### src/rtl/svc_soc_sim_ctrl.sv
`default_nettype none
// +--------------------------------------------------------------------------+
// | svc_soc_sim_ctrl                                                         |
// | Simulation run controller: CPU reset hold, watchdog, UART drain, result. |
// | Revision: 1.0                                                            |
// +--------------------------------------------------------------------------+
module svc_soc_sim_ctrl #(
  parameter int CPU_RST_CYCLES  = 16,
  parameter int WATCHDOG_CYCLES = 2_000_000,
  parameter int DRAIN_CYCLES    = 100_000
) (
  input  logic        clk,
  input  logic        rst,
  input  logic        ebreak,
  input  logic        trap,
  input  logic        retire,
  input  logic [31:0] exit_code,
  input  logic        uart_busy,
  output logic        cpu_rst,
  output logic        done,
  output logic        passed,
  output logic        timeout,
  output logic        trapped,
  output logic        drain_timeout,
  output logic [31:0] exit_code_q,
  output logic [31:0] cycle_count,
  output logic [31:0] instret_count
);

  localparam logic [31:0] c_hold_last  = 32'(CPU_RST_CYCLES - 1);
  localparam logic [31:0] c_wdog_last  = 32'(WATCHDOG_CYCLES - 1);
  localparam logic [31:0] c_drain_last = 32'(DRAIN_CYCLES - 1);

  typedef enum logic [1:0] {
    ST_HOLD  = 2'd0,
    ST_RUN   = 2'd1,
    ST_DRAIN = 2'd2,
    ST_DONE  = 2'd3
  } state_t;

  state_t      state_q, state_d;
  logic [31:0] hold_cnt_q, hold_cnt_d;
  logic [31:0] drain_cnt_q, drain_cnt_d;
  logic        cpu_rst_q, cpu_rst_d;
  logic        done_q, done_d;
  logic        passed_q, passed_d;
  logic        timeout_q, timeout_d;
  logic        trapped_q, trapped_d;
  logic        drain_timeout_q, drain_timeout_d;
  logic [31:0] exit_code_d;
  logic [31:0] cycle_count_q, cycle_count_d;
  logic [31:0] instret_count_q, instret_count_d;

  always_comb begin
    state_d         = state_q;
    hold_cnt_d      = hold_cnt_q;
    drain_cnt_d     = drain_cnt_q;
    passed_d        = passed_q;
    timeout_d       = timeout_q;
    trapped_d       = trapped_q;
    drain_timeout_d = drain_timeout_q;
    exit_code_d     = exit_code_q;
    cycle_count_d   = cycle_count_q;
    instret_count_d = instret_count_q;

    case (state_q)
      ST_HOLD: begin
        if (hold_cnt_q == c_hold_last) begin
          state_d = ST_RUN;
        end else begin
          hold_cnt_d = hold_cnt_q + 32'd1;
        end
      end

      ST_RUN: begin
        if (cycle_count_q != 32'hFFFF_FFFF) begin
          cycle_count_d = cycle_count_q + 32'd1;
        end
        if (retire && (instret_count_q != 32'hFFFF_FFFF)) begin
          instret_count_d = instret_count_q + 32'd1;
        end
        // Trap outranks ebreak, which outranks the watchdog.
        if (trap) begin
          state_d   = ST_DONE;
          trapped_d = 1'b1;
          passed_d  = 1'b0;
        end else if (ebreak) begin
          state_d     = ST_DRAIN;
          exit_code_d = exit_code;
          passed_d    = (exit_code == 32'd0);
          drain_cnt_d = 32'd0;
        end else if (cycle_count_q == c_wdog_last) begin
          state_d   = ST_DONE;
          timeout_d = 1'b1;
          passed_d  = 1'b0;
        end
      end

      ST_DRAIN: begin
        if (!uart_busy) begin
          state_d = ST_DONE;
        end else if (drain_cnt_q == c_drain_last) begin
          state_d         = ST_DONE;
          drain_timeout_d = 1'b1;
        end else begin
          drain_cnt_d = drain_cnt_q + 32'd1;
        end
      end

      default: begin
        state_d = ST_DONE;
      end
    endcase

    // Outputs are registered, so they follow the state being entered.
    cpu_rst_d = (state_d == ST_HOLD) || (state_d == ST_DONE);
    done_d    = (state_d == ST_DONE);
  end

  always_ff @(posedge clk) begin
    if (rst) begin
      state_q         <= ST_HOLD;
      hold_cnt_q      <= 32'd0;
      drain_cnt_q     <= 32'd0;
      cpu_rst_q       <= 1'b1;
      done_q          <= 1'b0;
      passed_q        <= 1'b0;
      timeout_q       <= 1'b0;
      trapped_q       <= 1'b0;
      drain_timeout_q <= 1'b0;
      exit_code_q     <= 32'd0;
      cycle_count_q   <= 32'd0;
      instret_count_q <= 32'd0;
    end else begin
      state_q         <= state_d;
      hold_cnt_q      <= hold_cnt_d;
      drain_cnt_q     <= drain_cnt_d;
      cpu_rst_q       <= cpu_rst_d;
      done_q          <= done_d;
      passed_q        <= passed_d;
      timeout_q       <= timeout_d;
      trapped_q       <= trapped_d;
      drain_timeout_q <= drain_timeout_d;
      exit_code_q     <= exit_code_d;
      cycle_count_q   <= cycle_count_d;
      instret_count_q <= instret_count_d;
    end
  end

  assign cpu_rst       = cpu_rst_q;
  assign done          = done_q;
  assign passed        = passed_q;
  assign timeout       = timeout_q;
  assign trapped       = trapped_q;
  assign drain_timeout = drain_timeout_q;
  assign cycle_count   = cycle_count_q;
  assign instret_count = instret_count_q;

endmodule
`default_nettype wire
### config.mk
export PLATFORM = sky130hd
export DESIGN_NAME = svc_soc_sim_ctrl
export DESIGN_NICKNAME = d
export VERILOG_FILES = /design/src/rtl/svc_soc_sim_ctrl.sv
export SDC_FILE = /design/constraint.sdc
export NUM_CORES = 1
export LEC_CHECK = 0
export ABC_AREA = 1
export BUFFER_PORTS_ARGS = -buffer_cell sky130_fd_sc_hd__buf_4
export CORE_UTILIZATION = 55
export CTS_BUF_LIST = sky130_fd_sc_hd__clkbuf_4 sky130_fd_sc_hd__clkbuf_8
export DETAILED_ROUTE_END_ITERATION = 12
export PLACE_DENSITY = 0.77
export SYNTH_ARGS = -nofsm -noshare
export SYNTH_HDL_FRONTEND = slang
export SYNTH_SLANG_ARGS = --single-unit
### constraint.sdc
create_clock -name clk -period 2.65 [get_ports clk]
set_clock_uncertainty 0.1 [all_clocks]
set_input_delay 0.3975 -clock clk [delete_from_list [all_inputs] [get_ports clk]]
set_output_delay 0.3975 -clock clk [all_outputs]
set_load 0.02 [all_outputs]
After elaboration in Yosys (flattened, before gate mapping)
Cells that the tools add are included.
- bits in registers: 168
- input port bits: 38
- output and inout port bits: 102
- add/subtract/negate cells: 4
- eq/ne operators: 12
- multiplexer cells: 15
- bitwise gates (word level): 3
- reduce and logical (&&, ||, !) cells: 16
- operators with widths (cell ; count):
    32-bit by 1-bit adder with 32-bit output, second input constant ; 4
    32-bit two-way mux ; 4
    32-bit != test, second input constant ; 2
    32-bit case mux with 2 select lines ; 1
    32-bit by 17-bit equality test with 1-bit output, second input constant ; 1
    32-bit by 21-bit equality test with 1-bit output, second input constant ; 1
    32-bit by 4-bit equality test with 1-bit output, second input constant ; 1
    32-bit logical NOT ; 1
    2-bit two-way mux ; 6
    2-bit AND reduction ; 5
    2-bit != test, second input constant ; 4
    2-bit case mux with 3 select lines ; 1
    3-bit AND reduction ; 2
    5-bit AND reduction ; 1
    2-bit equality test, second input constant ; 2
    2-bit logical NOT ; 2
    4-bit AND reduction ; 1
    1-bit two-way mux ; 3
    1-bit inverter ; 3
    3-bit nonzero test ; 1
    2-bit by 1-bit equality test with 1-bit output, second input constant ; 1
    2-bit nonzero test ; 1
    1-bit logical AND ; 1
    1-bit logical OR ; 1

Depth between registers and ports, before layout
Gate-level depths: netlist of the first run.
- depth after elaboration: 7
- mapped depth: 13
- gate-level depth less buffers: 12

Worst setup path before layout of the first run
No wires, ideal clock.
- kind: reg2reg
- start point: register cycle_count_q[1] (netlist: cycle_count[1])
- end point: register cycle_count_q[20] (netlist: cycle_count[20])
- setup time: 132 ps
- data arrival time: 1716 ps
- slack: 701 ps
- stages on the path, launching flop included: 14
- period minus slack after synthesis: 1949 ps
- cell sequence: dfxtp_1 -> ha_1 -> nand3_2 -> inv_2 -> nand2_2 -> inv_2 -> nand2_1 -> inv_2 -> nand2_4 -> nand2_8 -> inv_2 -> buf_2 -> nand2_1 -> a21oi_1
- longest elaborated chain between the ends: 2
- elaborated cells on any way between the ends: 3
- those cells by class: add/sub (1); eq/ne (1); reduce/logical (1)
- RTL lines (element ; line ; source):
    start, declared ; 51 ; logic [31:0] cycle_count_q, cycle_count_d;
    start signal, assigned ; 145 ; cycle_count_q <= cycle_count_d;
    branches (longest 2 deep; another with 32-bit by 1-bit adder with 32-bit output) ; -- ;
Several ways; the timed one is not identified.
A chain may end at the register's enable or synchronous reset.

Worst setup path after layout of the first run
- start point: register instret_count_q[1] (netlist: instret_count[1])
- end point: register instret_count_q[19] (netlist: instret_count[19])
- longest elaborated chain between the ends: 3
- elaborated cells on any way between the ends: 4
- those cells by class: add/sub (1); eq/ne (1); reduce/logical (2)
- RTL lines (element ; line ; source):
    start, declared ; 52 ; logic [31:0] instret_count_q, instret_count_d;
    start signal, assigned ; 146 ; instret_count_q <= instret_count_d;
    branches (longest 3 deep; another with 32-bit by 1-bit adder with 32-bit output) ; -- ;
Several ways; the timed one is not identified.

==> results of run 1 <==
[cell type report]
| class | instances | area (um^2) |
|---|---|---|
| clock buffers | 20 | 269 |
| fillers | 1682 | 5980 |
| repair buffers | 149 | 1120 |
| clock inverters | 12 | 190 |
| multi-input cells | 1245 | 5720 |
| flip-flops and latches | 168 | 3360 |
| well taps | 225 | 282 |
| inverters | 163 | 614 |
[layout by cell type (no fill, tap or decap), drive strengths merged, types with 5 or more instances in the layout]
cell | netlist | routed
nand2 | 551 | 551
nor2 | 299 | 299
dfxtp | 168 | 168
inv | 162 | 165
buf | 31 | 149
a21oi | 132 | 132
nand3 | 67 | 67
o21ai | 49 | 49
xor2 | 41 | 41
nor3 | 32 | 32
nand4 | 22 | 22
clkbuf | 17 | 20
xnor2 | 19 | 19
nand3b | 11 | 11
ha | 5 | 5
[stage by stage]
step / hold WS, ns / cell area, um^2 / util / total power (W) / setup slack, ns
global placement: 0.340 / 11100 / 0.633 / 0.00272 / 0.496
global route: 0.0497 / 11600 / 0.659 / 0.00492 / 0.197
detailed placement: 0.346 / 11100 / 0.633 / 0.00273 / 0.422
CTS: 0.0471 / 11600 / 0.659 / 0.00481 / 0.384
finish: 0.0704 / 11600 / 0.659 / 0.00477 / 0.363
floorplan: 0.355 / 9990 / - / 0.00266 / 0.701
[state kept, by name, indices dropped and copies added (netlist names)]
register / flops
timeout: 1
hold_cnt_q: 32
trapped: 1
instret_count: 32
drain_cnt_q: 32
state_q: 2
exit_code_q: 32
passed: 1
drain_timeout: 1
cpu_rst: 1
done: 1
cycle_count: 32
[kinds of logic after synthesis]
kind of cell               count (synthesis)  share of synthesized area
xor gates and xnor gates                  60                     0.0526
and+or+nand+nor                          991                      0.412
buffers and inverters                    211                     0.0919
AOI/OAI and AO/OA                        189                      0.101
DFF                                      168                      0.337
adders and majority gates                  5                    0.00626
[power by group]
group | leakage, nW | switching [W] | internal [W]
Combinational | 2.92 | 0.0000841 | 0.0000523
Sequential | 1.35 | 0.00000409 | 0.00253
Clock | 0.226 | 0.000999 | 0.00111
Total | 4.50 | 0.00109 | 0.00368
[tightest hold or removal path, cell delays in order]
cell and delay, ns:
sky130_fd_sc_hd__buf_4 0.11, sky130_fd_sc_hd__inv_1 0.04, sky130_fd_sc_hd__a21oi_1 0.05
[per-layer routing]
| layer | wire length [um] | vias to the layer above | part of all wire |
|---|---|---|---|
| met1 | 12000 | 4642 | 0.45 |
| met3 | 1540 | 36 | 0.058 |
| li1 | - | 5320 | - |
| met4 | 525 | 0 | 0.020 |
| met5 | 0 | - | 0 |
| met2 | 12500 | 291 | 0.47 |
[worst paths after layout]
check                                   end  slack, ns  cells after the start                           from
min            exit_code_q[21]$_SDFFE_PP0P_       0.07                      3                  exit_code[21]
max reg2reg  instret_count[19]$_SDFFE_PP0P_       0.36                     12  instret_count[1]$_SDFFE_PP0P_
min reg2reg            trapped$_SDFFE_PP0P_       0.36                      2           trapped$_SDFFE_PP0P_
max          instret_count[19]$_SDFFE_PP0P_       0.36                     12  instret_count[1]$_SDFFE_PP0P_
==> flow_summary.html, run 1 <==
<table>
<tr><th>Metric</th><th>Value</th></tr>
<tr><th colspan="2">Run status</th></tr>
<tr><td>Run status</td><td>finished, final reports clean</td></tr>
<tr><th colspan="2">Synthesis</th></tr>
<tr><td>Yosys warnings</td><td>0</td></tr>
<tr><td>Post-synthesis cell type with the largest combined area</td><td>sky130_fd_sc_hd__dfxtp_1</td></tr>
<tr><td>Ys flop type</td><td>sky130_fd_sc_hd__dfxtp_1</td></tr>
<tr><td>Mapped Avg Cell Area</td><td>slightly above 6 um^2</td></tr>
<tr><td>Top cells by area in the synthesized netlist</td><td>sky130_fd_sc_hd__dfxtp_1 34%, sky130_fd_sc_hd__nand2_1 20%, sky130_fd_sc_hd__nor2_1 11%</td></tr>
<tr><td>Synthesized cell area</td><td>9990 um^2</td></tr>
<tr><td>Synth Net Count</td><td>roughly 1.7k</td></tr>
<tr><td>Async S/R FF share, synth</td><td>0</td></tr>
<tr><td>Number of unique standard cell types used by synthesis</td><td>41</td></tr>
<tr><td>Register bit count reported by yosys</td><td>168</td></tr>
<tr><td>Proportion of synthesized chip area in sequential cells</td><td>0.337</td></tr>
<tr><td>Number of synthesized flops with an enable pin</td><td>0</td></tr>
<tr><td>Leading post-synthesis cells by instance count</td><td>532 x sky130_fd_sc_hd__nand2_1, 287 x sky130_fd_sc_hd__nor2_1, 168 x sky130_fd_sc_hd__dfxtp_1, 152 x sky130_fd_sc_hd__inv_1, 122 x sky130_fd_sc_hd__a21oi_1</td></tr>
<tr><td>Fraction of post-synthesis cell area in the top cell type by area</td><td>0.337</td></tr>
<tr><td>Post-Synthesis Cells</td><td>around 1.6k</td></tr>
<tr><td>Dominant cell by count in the synthesized netlist</td><td>sky130_fd_sc_hd__nand2_1</td></tr>
<tr><th colspan="2">Timing</th></tr>
<tr><td>Setup repair after global routing missed its margin</td><td>false</td></tr>
<tr><td>Achievable frequency</td><td>~0.44 GHz</td></tr>
<tr><td>Count of final max-slew check failures</td><td>0</td></tr>
<tr><td>Setup TNS</td><td>0 ns</td></tr>
<tr><td>Minimum clock period</td><td>2.29 ns</td></tr>
<tr><td>Final Hold Fails</td><td>0</td></tr>
<tr><td>Part of the cycle the worst path needs</td><td>0.863</td></tr>
<tr><td>Final-report setup violation count</td><td>0</td></tr>
<tr><td>Worst-case headroom to the max-slew limit</td><td>0.301</td></tr>
<tr><td>Slew @ Worst Pin</td><td>1.04 ns</td></tr>
<tr><th colspan="2">Floorplan</th></tr>
<tr><td>Die height</td><td>~140 um</td></tr>
<tr><td>Die area</td><td>18700 um^2</td></tr>
<tr><td>Chip width</td><td>137 um</td></tr>
<tr><td>Effective utilization at floorplan</td><td>0.570</td></tr>
<tr><td>Core Rows</td><td>48</td></tr>
<tr><td>Area of the core</td><td>17500 um^2</td></tr>
<tr><td>I/O pin count</td><td>140</td></tr>
<tr><th colspan="2">Clock network</th></tr>
<tr><td>Latest clock arrival within the worst-skew pair</td><td>0.47 ns</td></tr>
<tr><td>Clock transition time at the flip-flop clock pins of the worst setup and hold paths</td><td>0.10 ns</td></tr>
<tr><td>Post-cts repair resize count</td><td>0</td></tr>
<tr><td>TritonCTS clock tree</td><td>done</td></tr>
<tr><td>Clock buffer count from CTS</td><td>17</td></tr>
<tr><td># Post-CTS Setup Buffers</td><td>0</td></tr>
<tr><td>Post-cts hold buffer count</td><td>0</td></tr>
<tr><td>Depth of the CTS H-tree</td><td>4</td></tr>
<tr><td>CTS root buf</td><td>sky130_fd_sc_hd__clkbuf_8</td></tr>
<tr><td>Number of clock sinks</td><td>168</td></tr>
<tr><td>Max Buffers Root-to-Sink</td><td>2</td></tr>
<tr><th colspan="2">Worst setup path</th></tr>
<tr><td>List of cells traversed by the critical path</td><td>ha_1 -&gt; inv_1 -&gt; nor2_4 -&gt; nand2_2 -&gt; nor2_4 -&gt; nand3_2 -&gt; nand2_4 -&gt; inv_4 -&gt; nand2_1 -&gt; nand2_1 -&gt; nand2_1 -&gt; nor2_1</td></tr>
<tr><td>Critical Setup Path Class</td><td>flip-flop to flip-flop</td></tr>
<tr><td>CP Capture Type</td><td>flip-flop</td></tr>
<tr><td>Max Fanout on Critical Path</td><td>32</td></tr>
<tr><td>Worst EP required</td><td>2.86 ns</td></tr>
<tr><td>Largest delay contributor family on the critical path</td><td>simple AND/OR/NAND/NOR gates</td></tr>
<tr><td>Worst setup SP type</td><td>flip-flop</td></tr>
<tr><td>Arrival time worst endpoint</td><td>2.50 ns</td></tr>
<tr><td>Slowest stage delay, CP</td><td>between 0.4 and 0.5 ns</td></tr>
<tr><td>Cell repeated most along the worst path</td><td>sky130_fd_sc_hd__nand2_1</td></tr>
<tr><td>Cell with the largest stage delay on the worst path</td><td>sky130_fd_sc_hd__dfxtp_1</td></tr>
<tr><td>Critical path buffers and inverters</td><td>2</td></tr>
<tr><th colspan="2">Power</th></tr>
<tr><td>Leakage power of the design</td><td>4.50 nW</td></tr>
<tr><td>Total power per unit cell area</td><td>just over 400 nW/um^2</td></tr>
<tr><td>Peak VDD IR</td><td>486 uV</td></tr>
<tr><th colspan="2">Routing</th></tr>
<tr><td>Total length of routed wires</td><td>26500 um</td></tr>
<tr><td>Antenna Nets Post-Route</td><td>0</td></tr>
<tr><td>Detailed-routing iteration count for the pre-antenna-repair pass</td><td>8</td></tr>
<tr><td>Number of violations reported at the end of detailed-routing iteration 0</td><td>636</td></tr>
<tr><td>Avg WL per Cell</td><td>13.4 um</td></tr>
<tr><td>Via count of the routed design</td><td>just over 10k</td></tr>
<tr><td>DRC violation count after routing</td><td>0</td></tr>
<tr><td>Avg Vias per Cell</td><td>5.19</td></tr>
<tr><th colspan="2">Final layout</th></tr>
<tr><td>Number of nets in the layout</td><td>1787</td></tr>
<tr><td>N_diodes</td><td>0</td></tr>
<tr><td>Area growth syn-to-layout</td><td>15.7%</td></tr>
<tr><td>Fraction of final layout cells sized beyond drive strength 1</td><td>0.136</td></tr>
<tr><td>Count of placed standard cells in the final layout, fillers left out</td><td>1982</td></tr>
<tr><th colspan="2">Min path</th></tr>
<tr><td>Worst min-delay path category</td><td>input pin to flip-flop</td></tr>
<tr><th colspan="2">GRT</th></tr>
<tr><td>GRT Resource Usage Total</td><td>0.289</td></tr>
<tr><td>Maximum number of pins on one net before global-route repair</td><td>91</td></tr>
<tr><td>Antenna violations before repair</td><td>0</td></tr>
<tr><td>First-pass GRT wire length</td><td>43300 um</td></tr>
<tr><td>GRT busiest layer</td><td>met2</td></tr>
<tr><td>Grt met3 use</td><td>0.0593</td></tr>
<tr><td>Grt total ovfl</td><td>0</td></tr>
<tr><td>Met1 usage</td><td>0.370</td></tr>
<tr><td>Met2 track utilization from global routing</td><td>0.489</td></tr>
<tr><td>Number of global-route vias before repair</td><td>9323</td></tr>
<tr><th colspan="2">Placement</th></tr>
<tr><td>Weighted congestion reported at the end of routability-driven placement</td><td>between 0.9 and 1</td></tr>
<tr><td>Estimated wirelength of the detail-placed design</td><td>about 20000 um</td></tr>
<tr><td>Post-Place Cells</td><td>1950</td></tr>
<tr><td>Count of input and output buffers</td><td>139</td></tr>
<tr><th colspan="2">Job</th></tr>
<tr><td>Number of violations of the max-capacitance limit</td><td>0</td></tr>
</table>
No activity file was read; power rests on OpenSTA's default activity.
==> run 2, diff against run 1 <==
CORE_UTILIZATION = 45   (was 55)
PLACE_DENSITY = 0.65   (was 0.77)
==> run 2 against run 1 <==
Effect of this change: sequential power about the same; register-to-register slack better by 0.11 ns; design area up 0.70%; final cell count grew 3.0%; first-iteration DRC count shrank 29%; critical path depth is the same; die area is 22% higher; via count shrank 1.9%; wire length increased by 0.58%; global-route usage is 4.6 points lower; maximum frequency is 4.9% higher.
==> flow_summary.html, run 2 (synthesis gave the netlist of run 1 again) <==
<table>
<tr><th>Metric</th><th>Value</th></tr>
<tr><th colspan="2">Run status</th></tr>
<tr><td>Run status</td><td>finished, final reports clean</td></tr>
<tr><th colspan="2">Power</th></tr>
<tr><td>Peak VDD IR</td><td>around 260 uV</td></tr>
<tr><td>Total power per unit cell area</td><td>between 400 and 500 nW/um^2</td></tr>
<tr><td>Leakage power of the design</td><td>4.52 nW</td></tr>
<tr><th colspan="2">Placement</th></tr>
<tr><td>Weighted congestion reported at the end of routability-driven placement</td><td>0.916</td></tr>
<tr><td>Count of input and output buffers</td><td>139</td></tr>
<tr><td>Estimated wirelength of the detail-placed design</td><td>between 15000 and 20000 um</td></tr>
<tr><th colspan="2">Routing</th></tr>
<tr><td>Via count of the routed design</td><td>10.1k</td></tr>
<tr><td>Avg WL per Cell</td><td>13.1 um</td></tr>
<tr><td>Avg Vias per Cell</td><td>4.95</td></tr>
<tr><td>Detailed-routing iteration count for the pre-antenna-repair pass</td><td>5</td></tr>
<tr><td>Number of violations reported at the end of detailed-routing iteration 0</td><td>450</td></tr>
<tr><td>Antenna Nets Post-Route</td><td>0</td></tr>
<tr><td>Total length of routed wires</td><td>26700 um</td></tr>
<tr><td>DRC violation count after routing</td><td>0</td></tr>
<tr><th colspan="2">Timing</th></tr>
<tr><td>Setup TNS</td><td>0 ns</td></tr>
<tr><td>Tightest hold margin</td><td>0.0616 ns</td></tr>
<tr><td>Count of final max-slew check failures</td><td>0</td></tr>
<tr><td>Minimum clock period</td><td>2.18 ns</td></tr>
<tr><td>Part of the cycle the worst path needs</td><td>0.823</td></tr>
<tr><td>Slew @ Worst Pin</td><td>0.638 ns</td></tr>
<tr><td>Worst-case headroom to the max-slew limit</td><td>0.575</td></tr>
<tr><td>Final-report setup violation count</td><td>0</td></tr>
<tr><td>Achievable frequency</td><td>0.458 GHz</td></tr>
<tr><td>Final Hold Fails</td><td>0</td></tr>
<tr><td>Setup repair after global routing missed its margin</td><td>false</td></tr>
<tr><th colspan="2">Clock network</th></tr>
<tr><td>Clock buffer count from CTS</td><td>17</td></tr>
<tr><td>CTS root buf</td><td>sky130_fd_sc_hd__clkbuf_8</td></tr>
<tr><td>Post-cts hold buffer count</td><td>0</td></tr>
<tr><td>Latest clock arrival within the worst-skew pair</td><td>0.47 ns</td></tr>
<tr><td>Max Buffers Root-to-Sink</td><td>2</td></tr>
<tr><td># Post-CTS Setup Buffers</td><td>0</td></tr>
<tr><td>Clock transition time at the flip-flop clock pins of the worst setup and hold paths</td><td>0.10 ns</td></tr>
<tr><td>Number of clock sinks</td><td>168</td></tr>
<tr><td>TritonCTS clock tree</td><td>done</td></tr>
<tr><td>Depth of the CTS H-tree</td><td>4</td></tr>
<tr><td>Post-cts repair resize count</td><td>0</td></tr>
<tr><th colspan="2">Worst setup path</th></tr>
<tr><td>Worst EP required</td><td>2.95 ns</td></tr>
<tr><td>Max Fanout on Critical Path</td><td>28</td></tr>
<tr><td>Worst setup SP type</td><td>flip-flop</td></tr>
<tr><td>CP Capture Type</td><td>flip-flop</td></tr>
<tr><td>Arrival time worst endpoint</td><td>2.48 ns</td></tr>
<tr><td>Critical Setup Path Class</td><td>flip-flop to flip-flop</td></tr>
<tr><th colspan="2">GRT</th></tr>
<tr><td>Grt total ovfl</td><td>0</td></tr>
<tr><td>Antenna violations before repair</td><td>0</td></tr>
<tr><td>GRT Resource Usage Total</td><td>0.243</td></tr>
<tr><td>Maximum number of pins on one net before global-route repair</td><td>65</td></tr>
<tr><td>First-pass GRT wire length</td><td>44600 um</td></tr>
<tr><td>Number of global-route vias before repair</td><td>approximately 9.2k</td></tr>
<tr><th colspan="2">Final layout</th></tr>
<tr><td>N_diodes</td><td>0</td></tr>
<tr><td>Core occupancy in the finished layout</td><td>0.533</td></tr>
<tr><td>Number of nets in the layout</td><td>between 1.5k and 2k</td></tr>
<tr><td>Area growth syn-to-layout</td><td>16.5%</td></tr>
<tr><td>Total area of multi-input combinational cells</td><td>5720 um^2</td></tr>
<tr><td>Most frequent standard cell in the layout excluding fill and tap cells</td><td>sky130_fd_sc_hd__nand2_1</td></tr>
<tr><td>Storage element area</td><td>between 3000 and 4000 um^2</td></tr>
<tr><td>Fraction of final layout cells sized beyond drive strength 1</td><td>0.138</td></tr>
<tr><td>Fill cells</td><td>about 2.3k</td></tr>
<tr><td>Highest-count cells in the layout ignoring fill and taps</td><td>532 x sky130_fd_sc_hd__nand2_1, 286 x sky130_fd_sc_hd__nor2_1, 168 x sky130_fd_sc_hd__dfxtp_1</td></tr>
<tr><th colspan="2">Floorplan</th></tr>
<tr><td>Core Rows</td><td>54</td></tr>
<tr><td>I/O pin count</td><td>140</td></tr>
<tr><td>Effective utilization at floorplan</td><td>0.458</td></tr>
<tr><td>Area of the core</td><td>around 22000 um^2</td></tr>
<tr><td>Chip width</td><td>151 um</td></tr>
<tr><td>Die height</td><td>151 um</td></tr>
<tr><td>Die area</td><td>~23000 um^2</td></tr>
<tr><th colspan="2">Min path</th></tr>
<tr><td>Worst min-delay path category</td><td>input pin to flip-flop</td></tr>
<tr><th colspan="2">Job</th></tr>
<tr><td>Number of violations of the max-capacitance limit</td><td>0</td></tr>
</table>
==> run 2: cell count changes in the layout (fill, tap and decap cells not counted), moves of 2 or more <==
| cell | change |
|---|---|
| sky130_fd_sc_hd__clkinvlp_4 | -2 |
| sky130_fd_sc_hd__inv_6 | +2 |
| sky130_fd_sc_hd__clkbuf_8 | -2 |
| sky130_fd_sc_hd__buf_4 | +3 |
==> run 2: layout make-up <==
cell class,instances,area share
inverters,163,0.0528
flip-flops and latches,168,0.289
clock buffers,18,0.0208
multi-input cells,1245,0.491
well taps,280,0.0301
clock inverters,14,0.0161
repair buffers,153,0.0998
==> run 2: per-layer routing <==
metal / wire (um) / share of wire / GRT usage
met3: 1450 / 0.054 / 0.0473
met5: 0 / 0 / 0
met1: 12700 / 0.48 / 0.324
met2: 12200 / 0.46 / 0.396
met4: 380 / 0.014 / 0.0710
==> run 2: final timing paths <==
kind	slack, ns	cells past startpoint	start	endpoint
worst min register to register	0.36	2	trapped$_SDFFE_PP0P_	trapped$_SDFFE_PP0P_
worst min-delay path	0.06	3	exit_code[25]	exit_code_q[25]$_SDFFE_PP0P_
worst max-delay path	0.47	12	cycle_count[0]$_SDFFE_PP0P_	cycle_count[5]$_SDFFE_PP0P_
worst max register to register	0.47	12	cycle_count[0]$_SDFFE_PP0P_	cycle_count[5]$_SDFFE_PP0P_
==> run 2: metrics by stage <==
stage	power [W]	cells	instance area, um^2	worst slack, ns
2_1_floorplan	0.00266	1624	9990	0.701
3_3_place_gp	0.00273	2009	11200	0.576
3_5_place_dp	0.00273	2009	11200	0.513
4_1_cts	0.00476	2041	11600	0.485
5_1_grt	0.00489	2041	11600	0.214
6_report	0.00471	2041	11600	0.469
==> run 2: critical path: stages, from the launching register on <==
cell	delay, ns
sky130_fd_sc_hd__dfxtp_1	0.36
sky130_fd_sc_hd__ha_1	0.27
sky130_fd_sc_hd__nand3_2	0.14
sky130_fd_sc_hd__inv_2	0.07
sky130_fd_sc_hd__nand2_2	0.08
sky130_fd_sc_hd__inv_2	0.03
sky130_fd_sc_hd__nand2_1	0.09
sky130_fd_sc_hd__inv_2	0.06
sky130_fd_sc_hd__nand2_4	0.10
sky130_fd_sc_hd__nand2_8	0.14
sky130_fd_sc_hd__inv_2	0.42
sky130_fd_sc_hd__nand2_1	0.10
sky130_fd_sc_hd__a21oi_1	0.15
==> run 2: where the power goes <==
part / switching [W] / internal (W) / total (W)
logic: 0.0000850 / 0.0000561 / 0.000141
registers: 0.00000415 / 0.00253 / 0.00253
clock network: 0.00106 / 0.000972 / 0.00204
total: 0.00115 / 0.00355 / 0.00471
==> run 3, diff against run 2 <==
clock period = 2.2 ns   (was 2.65 ns; I/O delays follow)
==> run 3 against run 2 <==
Effect of this change: worst setup slack worse by 0.29 ns; critical path type unchanged; sequential power up 21%; via count increased by 4.4%; wire length is 6.7% higher; non-clock buffer count rose by 62.
==> flow_summary.html, run 3 (synthesis gave the netlist of run 1 again) <==
<table>
<tr><th>Metric</th><th>Value</th></tr>
<tr><th colspan="2">Placement</th></tr>
<tr><td>Setup Slack @ Placement</td><td>0.124 ns</td></tr>
<tr><td>Weighted congestion reported at the end of routability-driven placement</td><td>around 0.94</td></tr>
<tr><td>Count of input and output buffers</td><td>139</td></tr>
<tr><td>Estimated wirelength of the detail-placed design</td><td>between 20000 and 25000 um</td></tr>
<tr><th colspan="2">Min path</th></tr>
<tr><td>Worst min-delay path endpoint</td><td>drain_timeout$_SDFFE_PP0P_</td></tr>
<tr><td>Min-Delay Startpoint</td><td>uart_busy</td></tr>
<tr><td>Worst min-delay path category</td><td>input pin to flip-flop</td></tr>
<tr><td>WHS Path Cells</td><td>3</td></tr>
<tr><th colspan="2">Clock network</th></tr>
<tr><td>Depth of the CTS H-tree</td><td>4</td></tr>
<tr><td>Number of clock sinks</td><td>168</td></tr>
<tr><td>Clock buffer count from CTS</td><td>17</td></tr>
<tr><td>Clock transition time at the flip-flop clock pins of the worst setup and hold paths</td><td>approximately 0.1 ns</td></tr>
<tr><td>Latest clock arrival within the worst-skew pair</td><td>0.47 ns</td></tr>
<tr><td>CTS root buf</td><td>sky130_fd_sc_hd__clkbuf_8</td></tr>
<tr><td>Max Buffers Root-to-Sink</td><td>2</td></tr>
<tr><td>TritonCTS clock tree</td><td>done</td></tr>
<tr><th colspan="2">Worst setup path</th></tr>
<tr><td>Worst r2r src</td><td>instret_count[0]$_SDFFE_PP0P_</td></tr>
<tr><td>Worst setup SP type</td><td>flip-flop</td></tr>
<tr><td>Critical Setup Path Class</td><td>flip-flop to flip-flop</td></tr>
<tr><td>Arrival time worst endpoint</td><td>2.29 ns</td></tr>
<tr><td>Worst reg2reg endpoint</td><td>instret_count[17]$_SDFFE_PP0P_</td></tr>
<tr><td>CP Capture Type</td><td>flip-flop</td></tr>
<tr><td>Cell depth of the worst flop-to-flop path</td><td>12</td></tr>
<tr><td>Max Fanout on Critical Path</td><td>28</td></tr>
<tr><td>Worst EP required</td><td>2.47 ns</td></tr>
<tr><td>Worst setup slack for register-to-register paths</td><td>0.18 ns</td></tr>
<tr><th colspan="2">Floorplan</th></tr>
<tr><td>Chip width</td><td>between 150 and 200 um</td></tr>
<tr><td>Effective utilization at floorplan</td><td>0.458</td></tr>
<tr><td>Die height</td><td>151 um</td></tr>
<tr><td>Area of the core</td><td>21800 um^2</td></tr>
<tr><td>I/O pin count</td><td>140</td></tr>
<tr><td>Core Rows</td><td>54</td></tr>
<tr><td>Die area</td><td>22800 um^2</td></tr>
<tr><th colspan="2">Final layout</th></tr>
<tr><td>Number of nets in the layout</td><td>roughly 1.9k</td></tr>
<tr><td>Highest-count cells in the layout ignoring fill and taps</td><td>532 x sky130_fd_sc_hd__nand2_1, 285 x sky130_fd_sc_hd__nor2_1, 183 x sky130_fd_sc_hd__buf_4</td></tr>
<tr><td>Area growth syn-to-layout</td><td>22.3%</td></tr>
<tr><td>Fraction of final layout cells sized beyond drive strength 1</td><td>0.154</td></tr>
<tr><td>Most frequent standard cell in the layout excluding fill and tap cells</td><td>sky130_fd_sc_hd__nand2_1</td></tr>
<tr><td>Fill cells</td><td>2229</td></tr>
<tr><td>N_diodes</td><td>0</td></tr>
<tr><th colspan="2">Timing</th></tr>
<tr><td>Count of final max-slew check failures</td><td>0</td></tr>
<tr><td>Minimum clock period</td><td>2.02 ns</td></tr>
<tr><td>Part of the cycle the worst path needs</td><td>0.918</td></tr>
<tr><td>Final-report setup violation count</td><td>0</td></tr>
<tr><td>Setup repair after global routing missed its margin</td><td>true</td></tr>
<tr><td>Slew @ Worst Pin</td><td>0.976 ns</td></tr>
<tr><td>Final Hold Fails</td><td>0</td></tr>
<tr><td>Slack of the critical path</td><td>0.181 ns</td></tr>
<tr><td>Worst-case headroom to the max-slew limit</td><td>0.347</td></tr>
<tr><td>Achievable frequency</td><td>0.495 GHz</td></tr>
<tr><th colspan="2">Routing</th></tr>
<tr><td>Detailed-routing iteration count for the pre-antenna-repair pass</td><td>7</td></tr>
<tr><td>Total length of routed wires</td><td>28500 um</td></tr>
<tr><td>Top layer used by detailed routing</td><td>met4</td></tr>
<tr><td>Number of violations reported at the end of detailed-routing iteration 0</td><td>624</td></tr>
<tr><td>Via count of the routed design</td><td>10.5k</td></tr>
<tr><td>Antenna Nets Post-Route</td><td>0</td></tr>
<tr><td>Avg Vias per Cell</td><td>5.01</td></tr>
<tr><td>Total met2 wirelength after detailed routing</td><td>between 10000 and 15000 um</td></tr>
<tr><td>Met3 wire length</td><td>1480 um</td></tr>
<tr><td>Met1 layer wirelength in the final routing</td><td>13200 um</td></tr>
<tr><td>Avg WL per Cell</td><td>roughly 14 um</td></tr>
<tr><td>DRC violation count after routing</td><td>0</td></tr>
<tr><th colspan="2">GRT</th></tr>
<tr><td>GRT Resource Usage Total</td><td>0.255</td></tr>
<tr><td>Maximum number of pins on one net before global-route repair</td><td>65</td></tr>
<tr><td>Antenna violations before repair</td><td>0</td></tr>
<tr><td>Number of global-route vias before repair</td><td>9596</td></tr>
<tr><td>First-pass GRT wire length</td><td>46600 um</td></tr>
<tr><td>Grt total ovfl</td><td>0</td></tr>
<tr><th colspan="2">Job</th></tr>
<tr><td>Number of violations of the max-capacitance limit</td><td>0</td></tr>
<tr><th colspan="2">Run status</th></tr>
<tr><td>Run status</td><td>finished, final reports clean</td></tr>
<tr><th colspan="2">Power</th></tr>
<tr><td>Power, Total</td><td>0.00565 W</td></tr>
<tr><td>Leakage power of the design</td><td>4.81 nW</td></tr>
<tr><td>Total power per unit cell area</td><td>between 400 and 500 nW/um^2</td></tr>
<tr><td>Peak VDD IR</td><td>309 uV</td></tr>
</table>
run 3: final cells by class:
type                            count  area, um^2  share of cell area
Multi-Input combinational cell   1245        5740               0.470
Clock buffer                       17         234              0.0192
Inverter                          163         617              0.0505
Sequential cell                   168        3360               0.275
Timing Repair Buffer              215        1730               0.141
Clock inverter                     15         180              0.0147
Tap cell                          280         350              0.0287
run 3: report_power, final:
| group | internal (W) | switching [W] |
|---|---|---|
| Combinational | 0.0000991 | 0.000112 |
| Sequential | 0.00304 | 0.00000487 |
| Clock | 0.00106 | 0.00134 |
run 3: what timing repair did:
item | CTS | global route
endpoints found under the hold margin | 27 | 0
setup endpoints to repair | 0 | 32
resized for setup | 0 | 10
buffers inserted | 0 | 0
hold buffers | 27 | 0
run 3: routing by layer:
layer  vias to the layer above  track usage
met5                         -            0
met4                         0       0.0755
met3                        30       0.0401
met2                       266        0.429
met1                      4786        0.335
li1                       5456            -
run 3: through the flow:
step                      hold WS, ns  setup TNS (ns)   util  instances  cell area [um^2]
after floorplan                 0.355               0      -       1624              9990
after global placement          0.339               0  0.527       2044             11500
after detailed placement        0.351               0  0.527       2044             11500
after CTS                     0.00259               0  0.558       2103             12200
after global routing           0.0402        -0.00160  0.560       2103             12200
final                          0.0285               0  0.560       2103             12200
run 3: worst max-delay path by stage:
stage	start	end	slack (ns)	cells past startpoint
global route	hold_cnt_q[0]$_SDFFE_PP0P_	hold_cnt_q[24]$_SDFFE_PP0P_	-0.002	10
floorplan	cycle_count[1]$_SDFFE_PP0P_	cycle_count[20]$_SDFFE_PP0P_	0.25	13
global placement	hold_cnt_q[0]$_SDFFE_PP0P_	hold_cnt_q[25]$_SDFFE_PP0P_	0.21	10
finish	instret_count[0]$_SDFFE_PP0P_	instret_count[17]$_SDFFE_PP0P_	0.18	12
detailed placement	drain_cnt_q[0]$_SDFFE_PP0P_	drain_cnt_q[26]$_SDFFE_PP0P_	0.12	11
CTS	drain_cnt_q[0]$_SDFFE_PP0P_	drain_cnt_q[31]$_SDFFE_PP0P_	0.13	10
run 3: worst max-delay path, stage by stage, from the launching register on:
cell and delay [ns]:
sky130_fd_sc_hd__dfxtp_1 0.36, sky130_fd_sc_hd__ha_2 0.21, sky130_fd_sc_hd__inv_1 0.08, sky130_fd_sc_hd__nor2_4 0.16, sky130_fd_sc_hd__nand2_2 0.11, sky130_fd_sc_hd__nor2_4 0.17, sky130_fd_sc_hd__nand3_2 0.15, sky130_fd_sc_hd__nand2_8 0.16
sky130_fd_sc_hd__inv_4 0.14, sky130_fd_sc_hd__nand2_1 0.13, sky130_fd_sc_hd__nand2_1 0.06, sky130_fd_sc_hd__nand2_1 0.05, sky130_fd_sc_hd__nor2_1 0.04
